**config.mk**
```make
export PLATFORM = sky130hd
export DESIGN_NAME = div_repsub_unit
export DESIGN_NICKNAME = d
export VERILOG_FILES = /design/src/rtl/div_repsub_unit.sv
export SDC_FILE = /design/constraint.sdc
export NUM_CORES = 1
export LEC_CHECK = 0
export BUFFER_PORTS_ARGS = -buffer_cell sky130_fd_sc_hd__buf_2
export CORE_ASPECT_RATIO = 1.75
export CORE_UTILIZATION = 33
export DETAILED_ROUTE_END_ITERATION = 6
export GPL_TIMING_DRIVEN = 0
export PLACE_DENSITY = 0.54
export SYNTH_ARGS = -nofsm -noshare
export SYNTH_HDL_FRONTEND = slang
export SYNTH_SLANG_ARGS = --single-unit
```
**constraint.sdc**
```tcl
create_clock -name clk -period 3.72 [get_ports clk]
set_input_delay 0.558 -clock clk [delete_from_list [all_inputs] [get_ports clk]]
set_output_delay 0.558 -clock clk [all_outputs]
set_load 0.01 [all_outputs]
```
**src/rtl/div_repsub_unit.sv**
```systemverilog
// Sequential unsigned divider: start pulse, then dividend and divisor on data_in.
// Default is repeated subtraction; define DIV_RESTORING_EN for fixed-latency restoring shift-subtract.
module div_repsub_unit #(
  parameter int WIDTH = 16
) (
  input  logic             clk,
  input  logic             rst_n,
  input  logic             start,
  input  logic [WIDTH-1:0] data_in,
  output logic             busy,
  output logic             done,
  output logic [WIDTH-1:0] quotient,
  output logic [WIDTH-1:0] remainder,
  output logic             div_by_zero
);

  typedef enum logic [2:0] {IDLE, LD_A, LD_B, CHECK, SUB, DONE} state_t;

  state_t           state_q, state_d;
  logic [WIDTH-1:0] rem_q, rem_d;
  logic [WIDTH-1:0] div_q, div_d;
  logic [WIDTH-1:0] quo_q, quo_d;
  logic [WIDTH-1:0] quotient_q, quotient_d;
  logic [WIDTH-1:0] remainder_q, remainder_d;
  logic             dbz_q, dbz_d;
  logic             busy_q, busy_d;
  logic             done_q, done_d;

`ifdef DIV_RESTORING_EN
  localparam int CNT_W = (WIDTH > 1) ? $clog2(WIDTH) : 1;
  logic [CNT_W-1:0] cnt_q, cnt_d;
  logic [WIDTH-1:0] part_q, part_d;
  logic [WIDTH:0]   shifted;
  logic [WIDTH-1:0] trial;
  logic             qbit;
`endif

  always_comb begin
    state_d     = state_q;
    rem_d       = rem_q;
    div_d       = div_q;
    quo_d       = quo_q;
    quotient_d  = quotient_q;
    remainder_d = remainder_q;
    dbz_d       = dbz_q;
`ifdef DIV_RESTORING_EN
    cnt_d   = cnt_q;
    part_d  = part_q;
    // Partial remainder is always < D, so the shifted value needs one extra bit.
    shifted = {part_q, rem_q[WIDTH-1]};
    qbit    = (shifted >= {1'b0, div_q});
    trial   = shifted[WIDTH-1:0] - div_q;
`endif
    case (state_q)
      IDLE: if (start) state_d = LD_A;
      LD_A: begin
        rem_d   = data_in;
        state_d = LD_B;
      end
      LD_B: begin
        div_d   = data_in;
        quo_d   = '0;
        dbz_d   = 1'b0;
`ifdef DIV_RESTORING_EN
        cnt_d   = '0;
        part_d  = '0;
`endif
        state_d = CHECK;
      end
      CHECK: begin
        if (div_q == '0) begin
          quotient_d  = '1;
          remainder_d = rem_q;
          dbz_d       = 1'b1;
          state_d     = DONE;
        end else begin
          state_d = SUB;
        end
      end
      SUB: begin
`ifdef DIV_RESTORING_EN
        part_d = qbit ? trial : shifted[WIDTH-1:0];
        rem_d  = {rem_q[WIDTH-2:0], 1'b0};
        quo_d  = {quo_q[WIDTH-2:0], qbit};
        cnt_d  = cnt_q + 1'b1;
        if (cnt_q == CNT_W'(WIDTH - 1)) begin
          quotient_d  = quo_d;
          remainder_d = part_d;
          state_d     = DONE;
        end
`else
        if (rem_q >= div_q) begin
          rem_d = rem_q - div_q;
          quo_d = quo_q + 1'b1;
        end else begin
          quotient_d  = quo_q;
          remainder_d = rem_q;
          state_d     = DONE;
        end
`endif
      end
      DONE: if (start) state_d = LD_A;
      default: state_d = IDLE;
    endcase
    busy_d = (state_d == LD_A) || (state_d == LD_B) || (state_d == CHECK) || (state_d == SUB);
    done_d = (state_d == DONE);
  end

  always_ff @(posedge clk or negedge rst_n) begin
    if (!rst_n) begin
      state_q     <= IDLE;
      rem_q       <= '0;
      div_q       <= '0;
      quo_q       <= '0;
      quotient_q  <= '0;
      remainder_q <= '0;
      dbz_q       <= 1'b0;
      busy_q      <= 1'b0;
      done_q      <= 1'b0;
`ifdef DIV_RESTORING_EN
      cnt_q       <= '0;
      part_q      <= '0;
`endif
    end else begin
      state_q     <= state_d;
      rem_q       <= rem_d;
      div_q       <= div_d;
      quo_q       <= quo_d;
      quotient_q  <= quotient_d;
      remainder_q <= remainder_d;
      dbz_q       <= dbz_d;
      busy_q      <= busy_d;
      done_q      <= done_d;
`ifdef DIV_RESTORING_EN
      cnt_q       <= cnt_d;
      part_q      <= part_d;
`endif
    end
  end

  assign busy        = busy_q;
  assign done        = done_q;
  assign quotient    = quotient_q;
  assign remainder   = remainder_q;
  assign div_by_zero = dbz_q;

endmodule

```
* Word level (Yosys, flattened, before mapping) *
Index checks and enable logic that the tools add are counted.

word-level totals
  bits in registers = 86
  output and inout port bits = 35
  bits of input ports = 19

cells by class
  order comparisons = 1
  mux-type cells = 16
  eq/ne operators = 13
  reductions and logical operators = 14
  $add $sub $neg = 2

operators by type and width
  operator                                                         number
  16-bit case mux with 2 select lines                              4
  16-bit two-way mux                                               6
  16-bit by 1-bit adder with 16-bit output, second input constant  1
  16-bit >= comparator                                             1
  16-bit logical NOT                                               1
  16-bit subtractor                                                1
  3-bit case mux with 5 select lines                               1
  3-bit by 2-bit == test with 1-bit output, second input constant  4
  3-bit == test, second input constant                             4
  2-bit nonzero test                                               4
  3-bit by 1-bit == test with 1-bit output, second input constant  2
  3-bit two-way mux                                                2
  2-bit inequality test, second input constant                     3
  2-bit AND reduction                                              3
  3-bit logical NOT                                                1
  1-bit logical OR                                                 3
  3-bit AND reduction                                              1
  1-bit two-way mux                                                2
  1-bit case mux with 2 select lines                               1
  2-bit OR reduction                                               1

* Longest topological paths before layout *
Gate-level depths: netlist (run 1).

  depth in word-level cells = 7
  depth in mapped cells = 11
  gate-level depth less buffers = 10

* Worst setup path before layout (run 1) *
Ideal clock, no wire load.

  kind = register to register
  from = register div_q[0]
  to = register quo_q[13]
  cell stages (with the launch flop) = 11
  slack = 1,039 ps
  data required time = 3,585 ps
  arrival = 2,546 ps
  buffers on the path = 1
  clock period less this slack = 2,681 ps
  library setup time = 135 ps
  cells stage by stage = dfrtp_1 > ha_1 > fa_1 > nand2b_1 > a21oi_1 > o21a_1 > o21ai_2 > a311o_1 > buf_6 > o311ai_1 > o31ai_1

between the ends
  cells in the longest elaborated chain, start to end = 3

ends and longest elaborated chain
  what                             RTL line  text
  start: declaration               21        logic [WIDTH-1:0] div_q, div_d;
  start signal: assignment         127       div_q <= div_d;
  16-bit >= comparator             92        if (rem_q >= div_q) begin
  2-bit inequality test (no line)  --
  2-bit AND reduction (no line)    --
  end signal: assignment           128       quo_q <= quo_d;
  end: declaration                 22        logic [WIDTH-1:0] quo_q, quo_d;

No other way between the ends.
A chain may end at the register's enable or synchronous reset.

* Worst setup path in the final report (run 1) *
  from = register div_q[0]
  to = register remainder_q[3] (netlist: remainder[3])

between the ends
  cells in the longest elaborated chain, start to end = 3

ends and longest elaborated chain
  what                                                               RTL line  text
  16-bit >= comparator / 16-bit logical NOT (equally long branches)  92, 71
  2-bit inequality test (no line)                                    --
  3-bit AND reduction (no line) *                                    --
  end signal: assignment                                             130       remainder_q <= remainder_d;
  end: declaration                                                   24        logic [WIDTH-1:0] remainder_q, remainder_d;

Every way passes the cells marked *; elsewhere a longest branch is shown, timed or not.

==> flow_summary.toml, run 1 <==
[layout]
fillers = 1391
multi_input_area_sq_um = 2200
drive_above_1_share_pct = 15.89
syn2layout_area_growth_pct = 18.35
fin_nets = 592
regArea_sq_um = 2152
n_antenna_cell = 0

[power]
p_per_area_nw_per_um2 = 1016
max-vdd-ir-drop_mv = 0.3890
fin_total_pwr_uw = 5534
p_leak_uw = 0.002542

[synth]
synth_seq_area_share_pct = 46.76
synth_common_cells = "86 x dfrtp_1, 62 x nand2_1, 35 x a21oi_1, 35 x inv_1, 28 x o21ai_0"
yosys-top-cells-area = "dfrtp_1 47%, nand2_1 5.1%, ha_1 4.6%"
netlist_area_sq_um = 4602
synthArstFlopShare_pct = 100.0
post-synth-top-count-cell = "dfrtp_1"
synth-simple-area-share_pct = 17.48
synth_top_family_by_area = "simple AND/OR/NAND/NOR gates"
synth_fa_ha_area_share_pct = 5.057
synthCells = 490
synth_nets = 527
yosysWarningCount = 0
syn_avg_cell_area_sq_um = 9.392
synth.distinct_cells = 53
synth_edf_count = 0
synth.top_cell.area_share_pct = 46.76
synth_top_flop_cell = "dfrtp_1"
synth_compound_area_share_pct = 16.59
yosys.area.top_type = "dfrtp_1"
muxShareOfSynthArea_pct = 5.628
synth_xor_area_share_pct = 3.045
ys_ff_latch = 86

[clocking]
h-tree-depth = 3
clock_latency_ns = 0.35
hold_buffers = 0
cts-resized-gates = 0
cts_setup_buffers = 0
cts_buffers = 9
path_clk_slew_ns = 0.07
numClockSinks = 86
cts-root-buf = "clkbuf_16"
clock_path_buffers = 2
cts_tree = "yes"

[critical_path]
startpoint = "div_q[0]"
ff2ff_setup_slack_ns = 0.43
crit_type = "flop to flop"
endpoint = "remainder[3]"
rr_endpoint = "remainder[3]"
critPathCaptureType = "flop"
arrival_ns = 3.52
cp-start-kind = "flop"
worstPathMaxFanout = 10
reg2reg_from = "div_q[0]"
required_ns = 3.95
reg2reg_depth = 9

[place]
portBuffers = 53
dpl.hpwl_um = 9379
gp_congestion = 0.9141

[routing]
wl_um = 12400
avgViaCountPerCell = 5.223
vias = 3834
ant_nets = 0
first_pass_iters = 4
drtIter0Drc = 196
drc = 0
routedWlPerCell_um = 16.90

[timing]
min_period_over_period_pct = 88.49
layout_min_cycle_time_ns = 3.292
tightest_slew_ns = 0.6881
rsz0062_at_grt = "no"
fmax_mhz = 303.8
hold_viol_final = 0
clock_skew_ns = 0.008084
drv_slew = 0
holdWs_ns = 0.1739
finalSetupViolations = 0
setup_tns_ns = 0
slew_headroom_pct = 53.70

[global_route]
antenna_found_initial = 0
gr-usage-all-layers_pct = 18.32
overflow = 0
grt_max_degree = 52
grt_pass1_wl_um = 20180
grt_pass1_vias = 3859

[floorplanning]
core_sq_um = 13520
initial_utilization_pct = 34.03
row_count = 56
die_h_um = 158.2
io_pins = 54
fp.dieW_um = 91.27
dieArea_sq_um = 14440

[worst_hold_path]
min_path_type = "primary input to async pin"

[status]
status = "finished, final reports clean"

[run]
drv_cap = 0
==> critical path, stage by stage (launching register included) <==
cell and delay [ns]:
dfrtp_1 0.40, ha_1 0.22, fa_1 0.41, nand2b_1 0.17, a21oi_1 0.44, o21a_1 0.25, o21ai_2 0.13, a31oi_2 0.40
buf_2 0.38, mux2_1 0.36
==> cell usage in the layout (no fill, tap or decap), types with 17 or more instances in the layout <==
cell type | synthesis | final
a21oi_1 | 35 | 35
buf_2 | 5 | 57
nand2_1 | 62 | 62
dfrtp_1 | 86 | 86
clkbuf_1 | 17 | 17
o21ai_0 | 28 | 28
inv_1 | 35 | 35
nor3_1 | 23 | 23
nor2_1 | 27 | 27
ha_1 | 17 | 17
==> layout make-up <==
cell class / count / area share [%]
buffer: 26 / 2.182
clock buffer: 10 / 4.388
tap: 174 / 3.997
multi-input combinational: 343 / 40.39
clock inverter: 6 / 1.700
sequential: 86 / 39.51
inverter: 35 / 2.412
timing repair buffer: 54 / 5.422
==> routing by layer <==
layer  track usage, %  share of wire (%)  routed length (um)  vias to the layer above
met4            9.146                3.3                 413                        0
met1            20.36                 39                4834                     1866
met2            34.20                 55                6808                       90
li1                 -                  -                   -                     1851
met3            2.209                2.8                 345                       27
met5                0                  0                   0                        -
==> logic make-up after synthesis <==
logic type	Yosys count
flip-flops	86
AND/OR/NAND/NOR	169
AO/OA/AOI/OAI	116
adder cells (fa/ha/maj)	18
XOR/XNOR	16
buffers and inverters	61
multiplexers	24
==> where the power goes <==
part	internal, uW	total [uW]	switching [uW]	leakage (uW)
clock network	613	1010	399	0.000161
logic	1200	3000	1790	0.00135
registers	1310	1520	214	0.00103
total	3130	5530	2410	0.00254
==> flip-flops by register name (all words and copies together), names as in the netlist <==
register,cells
remainder,16
rem_q,16
quotient,16
busy,1
div_by_zero,1
div_q,16
done,1
state_q,3
quo_q,16
==> through the flow <==
stage               util, %  setup WS, ns  area (sq um)  cells
global route          40.28        0.2103          5446    734
detailed placement    37.82        0.3826          5115    718
global placement      37.60        0.4446          5085    717
CTS                   40.28        0.3647          5446    734
finish                40.28        0.4283          5446    734
floorplan                 -         1.039          4602    490
==> how the worst min path moves through the flow <==
stage                            from            to  slack, ns  depth (start not counted)
after global placement    div_by_zero   div_by_zero       0.46                          2
after floorplan                 rst_n          busy       0.26                          0
after detailed placement    quo_q[15]     quo_q[15]       0.47                          1
final                           rst_n  quotient[10]       0.17                          1
after CTS                       rst_n   quotient[9]       0.19                          1
after global routing            rst_n          done       0.21                          1
Power figures use the tool's default switching activity.
==> run 2, diff against run 1 <==
--- a/config.mk
+++ b/config.mk
@@ -5,6 +5,7 @@
 export SDC_FILE = /design/constraint.sdc
 export NUM_CORES = 1
 export LEC_CHECK = 0
+export ABC_AREA = 1
 export BUFFER_PORTS_ARGS = -buffer_cell sky130_fd_sc_hd__buf_2
 export CORE_ASPECT_RATIO = 1.75
 export CORE_UTILIZATION = 33
==> run 2 against run 1 <==
Clock skew fell by 0.00081 ns; sequential power barely moved; core utilization fell by 1.0 points; critical path depth rose by 4; worst setup slack improved by 1.0 ns; fmax rose by 44%; first-iteration DRC count fell by 16%; wire length rose by 20%; critical path type unchanged.
==> flow_summary.toml, run 2 <==
[critical_path]
reg2reg_from = "div_q[0]"
required_ns = 3.94
cp-start-kind = "flop"
worstPathMaxFanout = 10
arrival_ns = 2.51
startpoint = "div_q[0]"
crit_type = "flop to flop"
critPathCaptureType = "flop"

[clocking]
cts-resized-gates = 0
cts_buffers = 9
path_clk_slew_ns = 0.06
cts-root-buf = "clkbuf_16"
h-tree-depth = 3
cts_setup_buffers = 0
hold_buffers = 0
cts_tree = "yes"
numClockSinks = 86
clock_latency_ns = 0.34
clock_path_buffers = 2

[timing]
hold_viol_final = 0
drv_slew = 0
layout_min_cycle_time_ns = 2.286
tightest_slew_ns = 0.6822
clock_skew_ns = 0.007269
timing.final.ws_setup_ns = 1.434
finalSetupViolations = 0
rsz0062_at_grt = "no"
min_period_over_period_pct = 61.45
setup_tns_ns = 0
slew_headroom_pct = 54.52
fmax_mhz = 437.4

[layout]
layout_common_cells = "242 x nand2_1, 88 x nand3_1, 86 x dfrtp_1, 77 x inv_1, 59 x buf_2"
n_antenna_cell = 0
instances_no_fill = 960
syn2layout_area_growth_pct = 16.36
final_common_cell = "nand2_1"
fin_nets = 806
drive_above_1_share_pct = 16.02

[synth]
synth_top_family_by_area = "simple AND/OR/NAND/NOR gates"
yosysWarningCount = 0
synth_common_cells = "242 x nand2_1, 88 x nand3_1, 86 x dfrtp_1"
post-synth-top-count-cell = "nand2_1"
muxShareOfSynthArea_pct = 0
ys_ff_latch = 86
synth_edf_count = 0
synth-simple-area-share_pct = 35.73
synthCells = 704
synthArstFlopShare_pct = 100.0
synth.distinct_cells = 36
synth_seq_area_share_pct = 41.64
yosys-top-cells-area = "dfrtp_1 42%, nand2_1 18%, nand3_1 8.5%"
synth_compound_area_share_pct = 6.681
synth.top_cell.area_share_pct = 41.64
synth_fa_ha_area_share_pct = 4.503
synth_xor_area_share_pct = 2.203
synth_nets = 741
yosys.area.top_type = "dfrtp_1"
synth_top_flop_cell = "dfrtp_1"
netlist_area_sq_um = 5169
syn_avg_cell_area_sq_um = 7.342

[routing]
wl_um = 14830
vias = 4568
avgViaCountPerCell = 4.758
first_pass_iters = 4
drc = 0
drtIter0Drc = 165
ant_nets = 0
routedWlPerCell_um = 15.45

[floorplanning]
io_pins = 54
fp.dieW_um = 96.61
dieArea_sq_um = 16190
die_h_um = 167.6
initial_utilization_pct = 33.75
row_count = 60
core_sq_um = 15310

[place]
portBuffers = 53
gp_congestion = 0.9496
pre_cts_slack_ns = 1.426
placedCellCount = 944
dpl.hpwl_um = 11760

[power]
p_leak_uw = 0.003190
max-vdd-ir-drop_mv = 0.2610
p_per_area_nw_per_um2 = 932.5

[run]
drv_cap = 0

[worst_hold_path]
min_path_type = "primary input to async pin"

[global_route]
grt_pass1_wl_um = 24140
grt_max_degree = 48
antenna_found_initial = 0
overflow = 0
gr-usage-all-layers_pct = 19.11
grt_pass1_vias = 4729

[status]
status = "finished, final reports clean"
==> run 2: power breakdown <==
| group | internal (uW) | total [uW] | leakage (uW) | switching [uW] |
|---|---|---|---|---|
| logic | 1090 | 3100 | 0.00195 | 2010 |
| registers | 1300 | 1530 | 0.00109 | 223 |
| clock network | 608 | 983 | 0.000150 | 374 |
| total | 3000 | 5610 | 0.00319 | 2610 |
==> run 2: cell type report <==
cell class / instances / area [sq um]
Buffer: 28 / 170.2
Clock buffer: 13 / 250.2
Clock inverter: 3 / 67.56
Fill cell: 1681 / 9300
Inverter: 82 / 307.8
Multi-Input combinational cell: 508 / 2539
Sequential cell: 86 / 2152
Tap cell: 186 / 232.7
Timing Repair Buffer: 54 / 295.3
==> run 2: per-stage QoR <==
stage / hold slack [ns] / area, sq um / power, uW / util [%]
3_5_place_dp: 0.4663 / 5697 / 4656 / 37.20
2_1_floorplan: 0.2624 / 5169 / 3738 / -
5_1_grt: 0.2420 / 6015 / 6121 / 39.27
4_1_cts: 0.2233 / 6015 / 5664 / 39.27
6_report: 0.1926 / 6015 / 5609 / 39.27
3_3_place_gp: 0.4505 / 5667 / 4623 / 37.00
==> run 2: kinds of logic after synthesis <==
| logic type | after synthesis |
|---|---|
| adder cells (fa/ha/maj) | 18 |
| buffers and inverters | 110 |
| XOR/XNOR | 13 |
| flip-flops | 86 |
| AND/OR/NAND/NOR | 416 |
| AO/OA/AOI/OAI | 61 |
==> run 2: worst paths after layout <==
kind / to / slack, ns / cells after the start
setup / recovery: quotient[2] / 1.43 / 13
hold / removal: quotient[11] / 0.19 / 1
setup reg to reg: quotient[2] / 1.43 / 13
hold reg to reg: remainder[0] / 0.48 / 2
max in group asynchronous: state_q[2] / 2.89 / 2
min in group clk: div_q[13] / 0.44 / 3
==> run 2: worst max-delay path, cell delays in order, from the launching register on <==
cell and delay [ns]:
dfrtp_1 0.41, ha_1 0.23, fa_1 0.36, inv_1 0.13, nand2_1 0.09, nand2_1 0.09, nand3_2 0.09, nand3_2 0.11
nand2_2 0.09, nand3_4 0.12, nand2_2 0.11, buf_4 0.19, o21ai_1 0.09, nand2_1 0.06
==> run 2: metal layers <==
| metal | vias to the layer above | part of all wire [%] | track usage, % |
|---|---|---|---|
| met5 | - | 0 | 0 |
| met4 | 0 | 3.2 | 8.825 |
| met3 | 28 | 2.7 | 2.170 |
| met2 | 84 | 57 | 37.88 |
| met1 | 2104 | 37 | 19.46 |
| li1 | 2352 | - | - |
==> run 3, diff against run 2 <==
==> constraint.sdc (replaced) <==
create_clock -name clk -period 2.2 [get_ports clk]
set_input_delay 0.33 -clock clk [delete_from_list [all_inputs] [get_ports clk]]
set_output_delay 0.33 -clock clk [all_outputs]
set_load 0.01 [all_outputs]
==> run 3 against run 2 <==
Via count rose by 0.11%; sequential power rose by 69%; sequential share of layout area fell by 1.3 points; global-route usage rose by 0.071 points.
==> flow_summary.toml, run 3 (synthesis results as in run 2) <==
[timing]
drv_slew = 0
finalSetupViolations = 0
setup_tns_ns = 0
tightest_slew_ns = 0.6759
clock_skew_ns = 0.006798
rsz0062_at_grt = "yes"
hold_viol_final = 0
layout_min_cycle_time_ns = 2.124
slew_headroom_pct = 54.94
holdWs_ns = 0.2111
min_period_over_period_pct = 96.53
fmax_mhz = 470.9

[power]
p_leak_uw = 0.003254
combPwrFrac_pct = 56.7
clkPwrFrac_pct = 16.9
switchingPower_uw = 4562
max-vdd-ir-drop_mv = 0.4453
internal_power_uw = 5274
sw_frac_of_total_pct = 46.38
p_seq_share_pct = 26.4
p_per_area_nw_per_um2 = 1574

[critical_path]
worstPathMaxFanout = 8
ff2ff_setup_slack_ns = 0.08
required_ns = 2.42
arrival_ns = 2.35
cp-start-kind = "flop"
slowest_delay_ns = 0.41
crit_type = "flop to flop"
critical-path-top-delay-family = "simple AND/OR/NAND/NOR gates"
critPathSlowestCell = "dfrtp_1"
path_buf_inv = 2
critPathCaptureType = "flop"
crit_top_cell = "nand3_4"
worstPathCellList = "ha_2, fa_2, inv_2, nand2_2, nand2_2, nand3_4, nand3_4, nand2_4, nand3_4, nand2_8, clkbuf_16, o21ai_1, nand2_1"

[place]
portBuffers = 53
gp_congestion = 0.9496
dpl.hpwl_um = 11760

[routing]
vias = 4573
routedWlPerCell_um = 15.65
dr.max_layer_used = "met4"
first_pass_iters = 4
route.met3.wl_um = 289
dr_wl_met2_um = 8546
avgViaCountPerCell = 4.739
wl_um = 15100
ant_nets = 0
drtIter0Drc = 175
drc = 0
met1_length_um = 5827

[global_route]
grt_pass1_wl_um = 24250
overflow = 0
antenna_found_initial = 0
grt_pass1_vias = 4739
gr-usage-all-layers_pct = 19.18
grt_max_degree = 48

[clocking]
numClockSinks = 86
cts_buffers = 9
clock_path_buffers = 2
path_clk_slew_ns = 0.07
clock_latency_ns = 0.34
cts-root-buf = "clkbuf_16"
h-tree-depth = 3
cts_tree = "yes"

[status]
status = "finished, final reports clean"

[floorplanning]
dieArea_sq_um = 16190
core_sq_um = 15310
die_h_um = 167.6
fp.dieW_um = 96.61
initial_utilization_pct = 33.75
io_pins = 54
row_count = 60

[layout]
fin_nets = 811
n_antenna_cell = 0
drive_above_1_share_pct = 18.61
final_common_cell = "nand2_1"
fillers = 1671
layout_common_cells = "238 x nand2_1, 88 x nand3_1, 86 x dfrtp_1, 76 x inv_1, 58 x buf_2"
syn2layout_area_growth_pct = 20.91

[worst_hold_path]
min_path_type = "primary input to flop"

[run]
drv_cap = 0
## run 3: final timing paths
check,endpoint,depth (start not counted),from
setup / recovery,quotient[4],13,div_q[0]
hold / removal,div_q[13],3,data_in[13]
setup reg to reg,quotient[4],13,div_q[0]
hold reg to reg,remainder[0],2,rem_q[0]
max in group asynchronous,rem_q[13],3,rst_n
min in group asynchronous,quotient[11],2,rst_n
## run 3: what timing repair did
item | CTS | global route
buffers inserted | 2 | 1
hold buffers | 1 | 0
cloned | 0 | 2
endpoints found under the setup margin | 59 | 61
endpoints found under the hold margin | 2 | 0
resized for setup | 14 | 25
pin swaps | 1 | 13
## run 3: routing by layer
| metal | vias to the layer above | track usage (%) |
|---|---|---|
| li1 | 2360 | - |
| met1 | 2117 | 19.59 |
| met2 | 70 | 38.18 |
| met3 | 26 | 2.129 |
| met4 | 0 | 8.436 |
| met5 | - | 0 |
## run 3: area by class of cell
cell class	instances	area (sq um)	share of cell area, %
clock inverter	3	67.56	1.081
inverter	82	307.8	4.925
sequential	86	2152	34.43
multi-input combinational	508	2668	42.68
tap	186	232.7	3.724
buffer	27	193.9	3.103
clock buffer	13	250.2	4.004
timing repair buffer	60	377.9	6.046
## run 3: worst min-delay path: stages
cell	delay (ns)
buf_2	0.08
nand2_1	0.04
o21ai_0	0.05
## run 3: metrics by stage
stage	instances	utilization (%)	total power (uW)	setup slack, ns	instance area, sq um
after CTS	963	39.89	9747	0.007271	6110
after global routing	965	40.81	10720	-0.03672	6250
final	965	40.81	9835	0.07627	6250
after floorplan	704	-	6320	0.2883	5169
after global placement	943	37.00	7817	-0.1111	5667
after detailed placement	944	37.20	7873	-0.09390	5697
## run 3: power by group through the flow
stage | clock network, uW | registers (uW) | logic [uW]
floorplan | 0 | 2650 | 3670
global placement | 0 | 2600 | 5210
detailed placement | 0 | 2610 | 5260
CTS | 1710 | 2590 | 5450
global route | 1750 | 2660 | 6300
finish | 1660 | 2590 | 5580
